**src/rtl/regfile_sb_if.sv**
```systemverilog
// Register-file bus: two read ports with busy flags, single-cycle write port A,
// late write port B and the busy-claim channel used by decode.
interface regfile_sb_if #(
    parameter int DATA_W = 32,
    parameter int ADDR_W = 5
);
    logic [ADDR_W-1:0] rd_addr1;
    logic [ADDR_W-1:0] rd_addr2;
    logic [DATA_W-1:0] rd_data1;
    logic [DATA_W-1:0] rd_data2;
    logic              rd_busy1;
    logic              rd_busy2;
    logic              wa_en;
    logic [ADDR_W-1:0] wa_addr;
    logic [DATA_W-1:0] wa_data;
    logic              claim_en;
    logic [ADDR_W-1:0] claim_addr;
    logic              claim_ok;
    logic              wb_en;
    logic [ADDR_W-1:0] wb_addr;
    logic [DATA_W-1:0] wb_data;
    logic [ADDR_W:0]   busy_cnt;
    logic              err_flag;

    modport master (
        output rd_addr1, rd_addr2, wa_en, wa_addr, wa_data,
               claim_en, claim_addr, wb_en, wb_addr, wb_data,
        input  rd_data1, rd_data2, rd_busy1, rd_busy2,
               claim_ok, busy_cnt, err_flag
    );

    modport slave (
        input  rd_addr1, rd_addr2, wa_en, wa_addr, wa_data,
               claim_en, claim_addr, wb_en, wb_addr, wb_data,
        output rd_data1, rd_data2, rd_busy1, rd_busy2,
               claim_ok, busy_cnt, err_flag
    );
endinterface

```
**src/rtl/regfile_sb.sv**
```systemverilog
// Two-read / two-write register file with optional hardwired zero register,
// write-to-read bypass and a per-register busy scoreboard for late writebacks.
module regfile_sb #(
    parameter int DATA_W   = 32,
    parameter int ADDR_W   = 5,
    parameter bit ZERO_REG = 1'b1,
    parameter bit BYPASS   = 1'b1
) (
    input  logic         clk,
    input  logic         rst_n,
    regfile_sb_if.slave  bus
);
    localparam int NREGS = 2 ** ADDR_W;

    logic [DATA_W-1:0] r_regs [NREGS];
    logic [NREGS-1:0]  r_busy;
    logic [ADDR_W:0]   r_busy_cnt;
    logic              r_err;

    logic [NREGS-1:0]  w_busy_next;
    logic [ADDR_W:0]   w_busy_cnt_next;
    logic [ADDR_W-1:0] w_rd_addr [2];
    logic [DATA_W-1:0] w_rd_data [2];
    logic              w_rd_busy [2];
    logic              w_wa_zero;
    logic              w_wb_zero;
    logic              w_claim_zero;
    logic              w_ab_same;
    logic              w_claim_ok;
    logic              w_claim_set;
    logic              w_wb_clr;
    logic              w_wa_clr;
    logic              w_err_set;

    assign w_wa_zero    = ZERO_REG && (bus.wa_addr == '0);
    assign w_wb_zero    = ZERO_REG && (bus.wb_addr == '0);
    assign w_claim_zero = ZERO_REG && (bus.claim_addr == '0);
    assign w_ab_same    = bus.wa_en && bus.wb_en && (bus.wa_addr == bus.wb_addr);

    // A claim racing a same-cycle late write to the same index would lose WAW order.
    assign w_claim_ok  = bus.claim_en && !r_busy[bus.claim_addr]
                         && !(bus.wb_en && (bus.wb_addr == bus.claim_addr));
    assign w_claim_set = w_claim_ok && !w_claim_zero;
    assign w_wb_clr    = bus.wb_en && r_busy[bus.wb_addr];
    assign w_wa_clr    = bus.wa_en && r_busy[bus.wa_addr] && !w_ab_same;

    assign w_err_set = (bus.claim_en && !w_claim_ok)
                     || w_ab_same
                     || (bus.wa_en && r_busy[bus.wa_addr])
                     || (bus.wb_en && !r_busy[bus.wb_addr]);

    assign w_rd_addr[0] = bus.rd_addr1;
    assign w_rd_addr[1] = bus.rd_addr2;

    always_comb begin
        for (int p = 0; p < 2; p++) begin
            // NOTE: every always_comb output gets a default first so no path leaves it unassigned (no latch).
            w_rd_data[p] = r_regs[w_rd_addr[p]];
            if (BYPASS) begin
                if (bus.wa_en && (bus.wa_addr == w_rd_addr[p]))
                    w_rd_data[p] = bus.wa_data;
                else if (bus.wb_en && (bus.wb_addr == w_rd_addr[p]))
                    w_rd_data[p] = bus.wb_data;
            end
            if (ZERO_REG && (w_rd_addr[p] == '0))
                w_rd_data[p] = '0;
            w_rd_busy[p] = r_busy[w_rd_addr[p]]
                           && !(BYPASS && bus.wb_en && (bus.wb_addr == w_rd_addr[p]));
        end
    end

    always_comb begin
        w_busy_next = r_busy;
        if (bus.wb_en)
            w_busy_next[bus.wb_addr] = 1'b0;
        if (bus.wa_en)
            w_busy_next[bus.wa_addr] = 1'b0;
        if (w_claim_set)
            w_busy_next[bus.claim_addr] = 1'b1;
        w_busy_cnt_next = r_busy_cnt + (ADDR_W+1)'(w_claim_set)
                          - (ADDR_W+1)'(w_wb_clr) - (ADDR_W+1)'(w_wa_clr);
    end

    always_ff @(posedge clk or negedge rst_n) begin
        if (!rst_n) begin
            // NOTE: the array is flops with an architectural reset value, so it is reset like any other state.
            for (int i = 0; i < NREGS; i++)
                r_regs[i] <= '0;
        end else begin
            if (bus.wb_en && !w_wb_zero)
                r_regs[bus.wb_addr] <= bus.wb_data;
            // NOTE: non-blocking, and the later assignment wins, so port A overrides port B on the same index.
            if (bus.wa_en && !w_wa_zero)
                r_regs[bus.wa_addr] <= bus.wa_data;
        end
    end

    always_ff @(posedge clk or negedge rst_n) begin
        if (!rst_n) begin
            r_busy     <= '0;
            r_busy_cnt <= '0;
            r_err      <= 1'b0;
        end else begin
            r_busy     <= w_busy_next;
            r_busy_cnt <= w_busy_cnt_next;
            r_err      <= r_err || w_err_set;
        end
    end

    assign bus.rd_data1 = w_rd_data[0];
    assign bus.rd_data2 = w_rd_data[1];
    assign bus.rd_busy1 = w_rd_busy[0];
    assign bus.rd_busy2 = w_rd_busy[1];
    assign bus.claim_ok = w_claim_ok;
    assign bus.busy_cnt = r_busy_cnt;
    assign bus.err_flag = r_err;
endmodule

```
**src/flat_wrapper.sv**
```systemverilog
// flat-port wrapper written by rule: the top's interface ports become plain ports
module regfile_sb_flat 
#(
    parameter int DATA_W   = 32,
    parameter int ADDR_W   = 5,
    parameter bit ZERO_REG = 1'b1,
    parameter bit BYPASS   = 1'b1
)
  (clk, rst_n, bus_rd_addr1, bus_rd_addr2, bus_wa_en, bus_wa_addr, bus_wa_data, bus_claim_en, bus_claim_addr, bus_wb_en, bus_wb_addr, bus_wb_data, bus_rd_data1, bus_rd_data2, bus_rd_busy1, bus_rd_busy2, bus_claim_ok, bus_busy_cnt, bus_err_flag);
  regfile_sb_if #(.DATA_W(DATA_W), .ADDR_W(ADDR_W)) bus_i ();
  input  logic clk;
  input  logic rst_n;
  input wire logic [$bits(bus_i.rd_addr1)-1:0] bus_rd_addr1;
  input wire logic [$bits(bus_i.rd_addr2)-1:0] bus_rd_addr2;
  input wire logic [$bits(bus_i.wa_en)-1:0] bus_wa_en;
  input wire logic [$bits(bus_i.wa_addr)-1:0] bus_wa_addr;
  input wire logic [$bits(bus_i.wa_data)-1:0] bus_wa_data;
  input wire logic [$bits(bus_i.claim_en)-1:0] bus_claim_en;
  input wire logic [$bits(bus_i.claim_addr)-1:0] bus_claim_addr;
  input wire logic [$bits(bus_i.wb_en)-1:0] bus_wb_en;
  input wire logic [$bits(bus_i.wb_addr)-1:0] bus_wb_addr;
  input wire logic [$bits(bus_i.wb_data)-1:0] bus_wb_data;
  output wire logic [$bits(bus_i.rd_data1)-1:0] bus_rd_data1;
  output wire logic [$bits(bus_i.rd_data2)-1:0] bus_rd_data2;
  output wire logic [$bits(bus_i.rd_busy1)-1:0] bus_rd_busy1;
  output wire logic [$bits(bus_i.rd_busy2)-1:0] bus_rd_busy2;
  output wire logic [$bits(bus_i.claim_ok)-1:0] bus_claim_ok;
  output wire logic [$bits(bus_i.busy_cnt)-1:0] bus_busy_cnt;
  output wire logic [$bits(bus_i.err_flag)-1:0] bus_err_flag;
  assign bus_i.rd_addr1 = bus_rd_addr1;
  assign bus_i.rd_addr2 = bus_rd_addr2;
  assign bus_i.wa_en = bus_wa_en;
  assign bus_i.wa_addr = bus_wa_addr;
  assign bus_i.wa_data = bus_wa_data;
  assign bus_i.claim_en = bus_claim_en;
  assign bus_i.claim_addr = bus_claim_addr;
  assign bus_i.wb_en = bus_wb_en;
  assign bus_i.wb_addr = bus_wb_addr;
  assign bus_i.wb_data = bus_wb_data;
  assign bus_rd_data1 = bus_i.rd_data1;
  assign bus_rd_data2 = bus_i.rd_data2;
  assign bus_rd_busy1 = bus_i.rd_busy1;
  assign bus_rd_busy2 = bus_i.rd_busy2;
  assign bus_claim_ok = bus_i.claim_ok;
  assign bus_busy_cnt = bus_i.busy_cnt;
  assign bus_err_flag = bus_i.err_flag;
  regfile_sb #(.DATA_W(DATA_W), .ADDR_W(ADDR_W), .ZERO_REG(ZERO_REG), .BYPASS(BYPASS)) u_core (.clk(clk), .rst_n(rst_n), .bus(bus_i));
endmodule
```
**config.mk**
```make
export PLATFORM = sky130hd
export DESIGN_NAME = regfile_sb_flat
export DESIGN_NICKNAME = d
export VERILOG_FILES = /design/src/rtl/regfile_sb_if.sv /design/src/rtl/regfile_sb.sv /design/src/flat_wrapper.sv
export SDC_FILE = /design/constraint.sdc
export NUM_CORES = 2
export LEC_CHECK = 0
export ABC_AREA = 0
export CORE_UTILIZATION = 50
export CTS_CLUSTER_DIAMETER = 100
export DETAILED_ROUTE_END_ITERATION = 8
export PLACE_DENSITY = 0.76
export SYNTH_ARGS = -nofsm -noshare
export SYNTH_HDL_FRONTEND = slang
export SYNTH_SLANG_ARGS = --single-unit
export TNS_END_PERCENT = 10
```
**constraint.sdc**
```tcl
create_clock -name clk -period 8.9 [get_ports clk]
set_input_delay 0.89 -clock clk [delete_from_list [all_inputs] [get_ports clk]]
set_output_delay 0.89 -clock clk [all_outputs]
set_load 0.02 [all_outputs]
```
# Word level (Yosys, flattened, before mapping)
# Cells that the tools add are included.
[word_totals] register_bits=1063 input_bits=94 wordCells=149
[op_classes] n_bitwise=9 addsub=3 order_cmp=14 muxes=39 reduce_logical=43 n_eq_ne=6
[ops] op="bitwise mux 1024 bit" n=2
[ops] op="two-way mux 1024 bit" n=2
[ops] op="two-way mux 32 bit" n=15
[ops] op="binary-select mux 32 bit (select 5 bit)" n=2
[ops] op="demux 32 bit (select 5 bit)" n=2
[ops] op="AND 32 bit" n=2
[ops] op="NOT 32 bit" n=2
[ops] op="OR 32 bit" n=1
[ops] op="equality test 5 bit" n=6
[ops] op="< comparator 5 x 6 -> 1 bit (second input constant)" n=5
[ops] op="binary-select mux 1 bit (select 5 bit)" n=5
[ops] op="zero test 5 bit" n=5
[ops] op=">= comparator 6 bit (second input constant)" n=4
[ops] op="logical AND 1 bit" n=24
[ops] op="NOT 5 -> 6 bit" n=4
[ops] op="demux 1 bit (select 5 bit)" n=3
[ops] op=">= comparator 5 x 1 -> 1 bit (second input constant)" n=3
[ops] op="< comparator 6 x 1 -> 1 bit (second input constant)" n=2
[ops] op="subtractor 6 x 1 -> 6 bit" n=2
[ops] op="zero test 1 bit" n=10
[ops] op="two-way mux 1 bit" n=8
[ops] op="adder 6 x 1 -> 6 bit" n=1
[ops] op="logical OR 1 bit" n=4

# Logic depth before layout (Yosys ltp)
[logic_depth] word_depth=11 mapped_depth=17 ltp_nobuf=14

# Worst setup path before layout
# No wires, ideal clock.
[synth_path] path_kind="input port to flip-flop" startpoint="input bus_claim_addr[0]" endpoint="register u_core.r_busy_cnt[5], in the netlist u_core.bus.busy_cnt[5]" n_path_buf=1 setup_slack_ns=4.412 setup_time_ns=0.124 arrival_ns=4.364 stages=15 cell_sequence="clkbuf_1 > mux4_2 > a32o_1 > a31oi_2 > nand4_4 > inv_1 > o31ai_1 > fa_1 > inv_1 > ha_1 > ha_1 > fa_1 > a21o_1 > a21oi_1 > xnor2_1"
[synth_via] elab_chain_len=9 word_cells_on_any_way=14 classes_between="add/sub (3); eq/ne (1); mux (2); reduce/logical (8)"
[synth_rtl] element="start: declaration" line="flat_wrapper.sv:19" source="input wire logic [$bits(bus_i.claim_addr)-1:0] bus_claim_addr;"
[synth_rtl] element="binary-select mux 1 bit (select 5 bit)" line="regfile_sb.sv:41" source="assign w_claim_ok = bus.claim_en && !r_busy[bus.claim_addr]"
[synth_rtl] element="two-way mux 1 bit (implied by the code)" line="regfile_sb.sv:41"
[synth_rtl] element="zero test 1 bit" line="regfile_sb.sv:41"
[synth_rtl] element="logical AND 1 bit" line="regfile_sb.sv:41"
[synth_rtl] element="logical AND 1 bit *" line="regfile_sb.sv:42" source="&& !(bus.wb_en && (bus.wb_addr == bus.claim_addr));"
[synth_rtl] element="via bus_claim_ok" line="flat_wrapper.sv:27" source="output wire logic [$bits(bus_i.claim_ok)-1:0] bus_claim_ok;"
[synth_rtl] element="logical AND 1 bit *" line="regfile_sb.sv:43" source="assign w_claim_set = w_claim_ok && !w_claim_zero;"
[synth_rtl] element="adder 6 x 1 -> 6 bit *" line="regfile_sb.sv:80" source="w_busy_cnt_next = r_busy_cnt + (ADDR_W+1)'(w_claim_set)"
[synth_rtl] element="subtractor 6 x 1 -> 6 bit * (2 in series)" line="regfile_sb.sv:81" source="- (ADDR_W+1)'(w_wb_clr) - (ADDR_W+1)'(w_wa_clr);"
[synth_rtl] element="via u_core.w_busy_cnt_next[5]" line="regfile_sb.sv:21" source="logic [ADDR_W:0] w_busy_cnt_next;"
[synth_rtl] element="end signal: assignment" line="regfile_sb.sv:105" source="r_busy_cnt <= w_busy_cnt_next;"
[synth_rtl] element="end: declaration" line="regfile_sb.sv:17" source="logic [ADDR_W:0] r_busy_cnt;"
# The timed path passes the listed nets; every way through them passes the cells marked *. The select of a mux whose other input is x is not followed.

# Worst setup path after layout
[layout_path] startpoint="input bus_rd_addr2[1]" endpoint="output bus_rd_data2[10]"
[layout_via] elab_chain_len=7 word_cells_on_any_way=12 classes_between="eq/ne (2); mux (6); bitwise (1); reduce/logical (3)"
[layout_rtl] element="start: declaration" line="flat_wrapper.sv:14" source="input wire logic [$bits(bus_i.rd_addr2)-1:0] bus_rd_addr2;"
[layout_rtl] element="NOT 5 -> 6 bit (implied by the code)" line="regfile_sb.sv:58" source="w_rd_data[p] = r_regs[w_rd_addr[p]];"
[layout_rtl] element="binary-select mux 32 bit (select 5 bit)" line="regfile_sb.sv:58"
[layout_rtl] element="two-way mux 32 bit (implied by the code) (2 in series)" line="regfile_sb.sv:58"
[layout_rtl] element="two-way mux 32 bit" line="regfile_sb.sv:62" source="else if (bus.wb_en && (bus.wb_addr == w_rd_addr[p]))"
[layout_rtl] element="two-way mux 32 bit" line="regfile_sb.sv:60" source="if (bus.wa_en && (bus.wa_addr == w_rd_addr[p]))"
[layout_rtl] element="two-way mux 32 bit *" line="regfile_sb.sv:65" source="if (ZERO_REG && (w_rd_addr[p] == '0))"
[layout_rtl] element="end: declaration" line="flat_wrapper.sv:24" source="output wire logic [$bits(bus_i.rd_data2)-1:0] bus_rd_data2;"
# Every way passes the cells marked *; elsewhere a longest branch is shown, timed or not. The select of a mux whose other input is x is not followed.

==> metrics.yaml <==
status: "complete, but fails checks"
violations: "design-rule violations, max-capacitance violations, max-slew violations"
clkPwrFrac_pct: 29.5
slew_headroom_pct: -11.6
clk_pin_slew_ns: 0.06
intPower_uw: 11300
rsz0062_at_grt: "no"
dr.pass1.iters: 9
ys_seq_elements: 1063
crit_type: "in -> out"
hold_class: "in -> async"
setup_viol: 0
avgRoutedWirePerCell_um: 36.7
rrSetupSlack_ns: 4.90
grt_max_degree: 179
gr-usage-all-layers_pct: 43.4
num_io_pins: 168
drt_iter0_drc: 12311
cts_max_path_buffers: 3
r2r-end: "u_core.bus.busy_cnt[5]"
antenna_left: 0
synth_ff_type: "dfrtp_1"
mostFrequentLayoutCells: "dfrtp_1 (1063), mux2i_1 (996), nand2_1 (864)"
fin_area_um2: 74400
synth_warnings: 0
synthArstFlopShare_pct: 100
cts_resized: 0
drv_cap: 3
die_h_um: 372
drc_errors: 24
avgSynthCellArea_um2: 10.1
hold_violations: 0
path_max_fanout: 49
ys_seq_area_share_pct: 39.0
coreArea_um2: 135000
htree_levels: 3
dieArea_um2: 138000
switching_share_pct: 33.7
cp.arrival_ns: 5.91
crit_path_start_kind: "input pin"
syn_nets: 6884
syn_inst: 6782
skew_ns: 0.0276
synth-edff-count: 0
cts_buffers: 113
pwr-share-seq_pct: 42.2
antenna_found_initial: 22
cellPowerDensity_nw_per_um2: 229
fin_tns_setup_ns: 0
mostFrequentLayoutCell: "dfrtp_1"
p_comb_share_pct: 28.4
vias: 62603
cp_data_required_time_ns: 8.01
nets: 6493
overflow: 0
hpwl_um: 171000
portBuffers: 167
rr_worst_depth: 14
core.rowCount: 135
post_cts_buffers: 0
clock_latency_ns: 0.77
fillers: 11495
die_w_um: 372
avgViaCountPerCell: 7.57
synth_area_um2: 68300
drive_above_1_share_pct: 15.4
p_switching_uw: 5740
cts_hold_buf: 0
place_congestion: 1.01
cts.sink_count: 1063
wl_um: 304000
period_share_pct: 76.4
register_area_um2: 26600
r2r-start: "u_core.r_busy[19]"
post-route-util_pct: 54.9
clockRootBuffer: "clkbuf_16"
slew_violations: 16
worst_pin_slew_ns: 1.67
grt_pass1_wl_um: 428000
max_clock_freq_mhz: 147
fin_crit_ns: 6.80
leakage_uw: 0.0322
ir_drop_uv: 168
initial_core_util_pct: 50.4
syn_to_final_growth_pct: 8.94
total_power_uw: 17000
place_area_um2: 70500
ys_types: 70
cts_tree: "done"
end_kind: "output pin"
multi_input_area_um2: 38400
grt_pass1_vias: 59546
[flip-flops by register name (all words and copies together) (netlist names)]
| name | cells |
|---|---|
| u_core.r_busy | 32 |
| u_core.bus.err_flag | 1 |
| u_core.r_regs | 1024 |
| u_core.bus.busy_cnt | 6 |
[synth_stat cells, types with 9 or more instances]
cell,count,area [um^2]
a2111oi_0,11,96.3
a211o_1,9,78.8
a211oi_1,27,203
a21oi_1,463,2320
a221o_1,16,160
a221oi_1,61,534
a22oi_1,79,593
a31oi_1,146,913
a32o_1,26,260
a32oi_1,58,508
and2_1,12,75.1
buf_1,93,349
buf_2,118,591
buf_4,38,285
buf_6,28,315
clkbuf_1,581,2180
dfrtp_1,1063,26600
inv_1,17,63.8
mux2_2,48,541
mux2i_1,996,9970
mux4_2,475,10700
nand2_1,900,3380
nand3_1,25,125
nor2_1,631,2370
nor2b_1,18,113
nor3_1,44,220
o21ai_0,340,1700
o21ai_1,219,1100
o221ai_1,28,245
o22ai_1,45,282
o32ai_1,11,96.3
xnor2_1,16,140
xor2_1,18,158
[per-stage QoR]
stage / instances / setup WS, ns / hold slack [ns]
final: 8272 / 2.10 / 0.102
after detailed placement: 8056 / 2.74 / 0.383
after global routing: 8257 / 2.41 / 0.160
after global placement: 8056 / 2.81 / 0.378
after CTS: 8256 / 2.73 / 0.155
after floorplan: 6782 / 4.41 / 0.441
[power by group through the flow]
stage	combinational [uW]	sequential, uW	clock (uW)
2_1_floorplan	3310	6800	0
3_3_place_gp	4500	7050	0
3_5_place_dp	4630	7150	0
4_1_cts	4650	7080	4960
5_1_grt	5080	7270	5150
6_report	4830	7180	5010
[metal layers]
metal	routed length (um)	up-vias	share of wire, %	GRT usage, %
li1	-	23943	-	-
met1	99100	30069	33	51.9
met2	118000	6536	39	57.2
met3	54500	2033	18	23.1
met4	31300	22	10	35.0
met5	302	-	0.099	1.05
[worst max-delay path by stage]
stage,from,to,slack (ns),cells past startpoint
after floorplan,bus_claim_addr[0],u_core.bus.busy_cnt[5],4.41,15
after global placement,bus_rd_addr2[2],bus_rd_data2[2],2.81,9
after detailed placement,bus_wb_addr[2],bus_rd_data1[21],2.74,10
after CTS,bus_rd_addr2[2],bus_rd_data2[2],2.73,9
after global routing,bus_wa_addr[0],bus_rd_data2[2],2.41,8
final,bus_rd_addr2[1],bus_rd_data2[10],2.10,10
[cell families (layout without fill, tap and decap cells)]
kind of cell | Yosys count | count (layout) | synth area share, %
AOI/OAI and AO/OA | 1573 | 1573 | 13.7
xor gates and xnor gates | 34 | 34 | 0.436
adders and majority gates | 8 | 8 | 0.169
buffers and inverters | 878 | 572 | 5.58
DFF | 1063 | 1063 | 39.0
muxes | 1524 | 1524 | 31.1
other | 0 | 15 | 0
and+or+nand+nor | 1702 | 1702 | 10.0
[worst max-delay path, stage by stage]
cell and delay, ns:
buf_8 0.41, buf_4 0.66, nor2b_4 0.93, buf_4 0.45, a221oi_1 0.13, a21oi_1 0.18, nor3_1 0.07, a221oi_1 0.96
a21oi_1 0.48, clkdlybuf4s50_1 0.66
[cell type report]
cell class                 instances  share of cell area [%]
multi-input combinational       4841                    51.6
sequential                      1063                    35.8
clock buffer                     170                    4.49
timing repair buffer             353                    4.36
tap                             1781                    3.00
clock inverter                    30                   0.607
inverter                          19                  0.0975
antenna                           15                  0.0505
No activity file was read; power rests on OpenSTA's default activity.
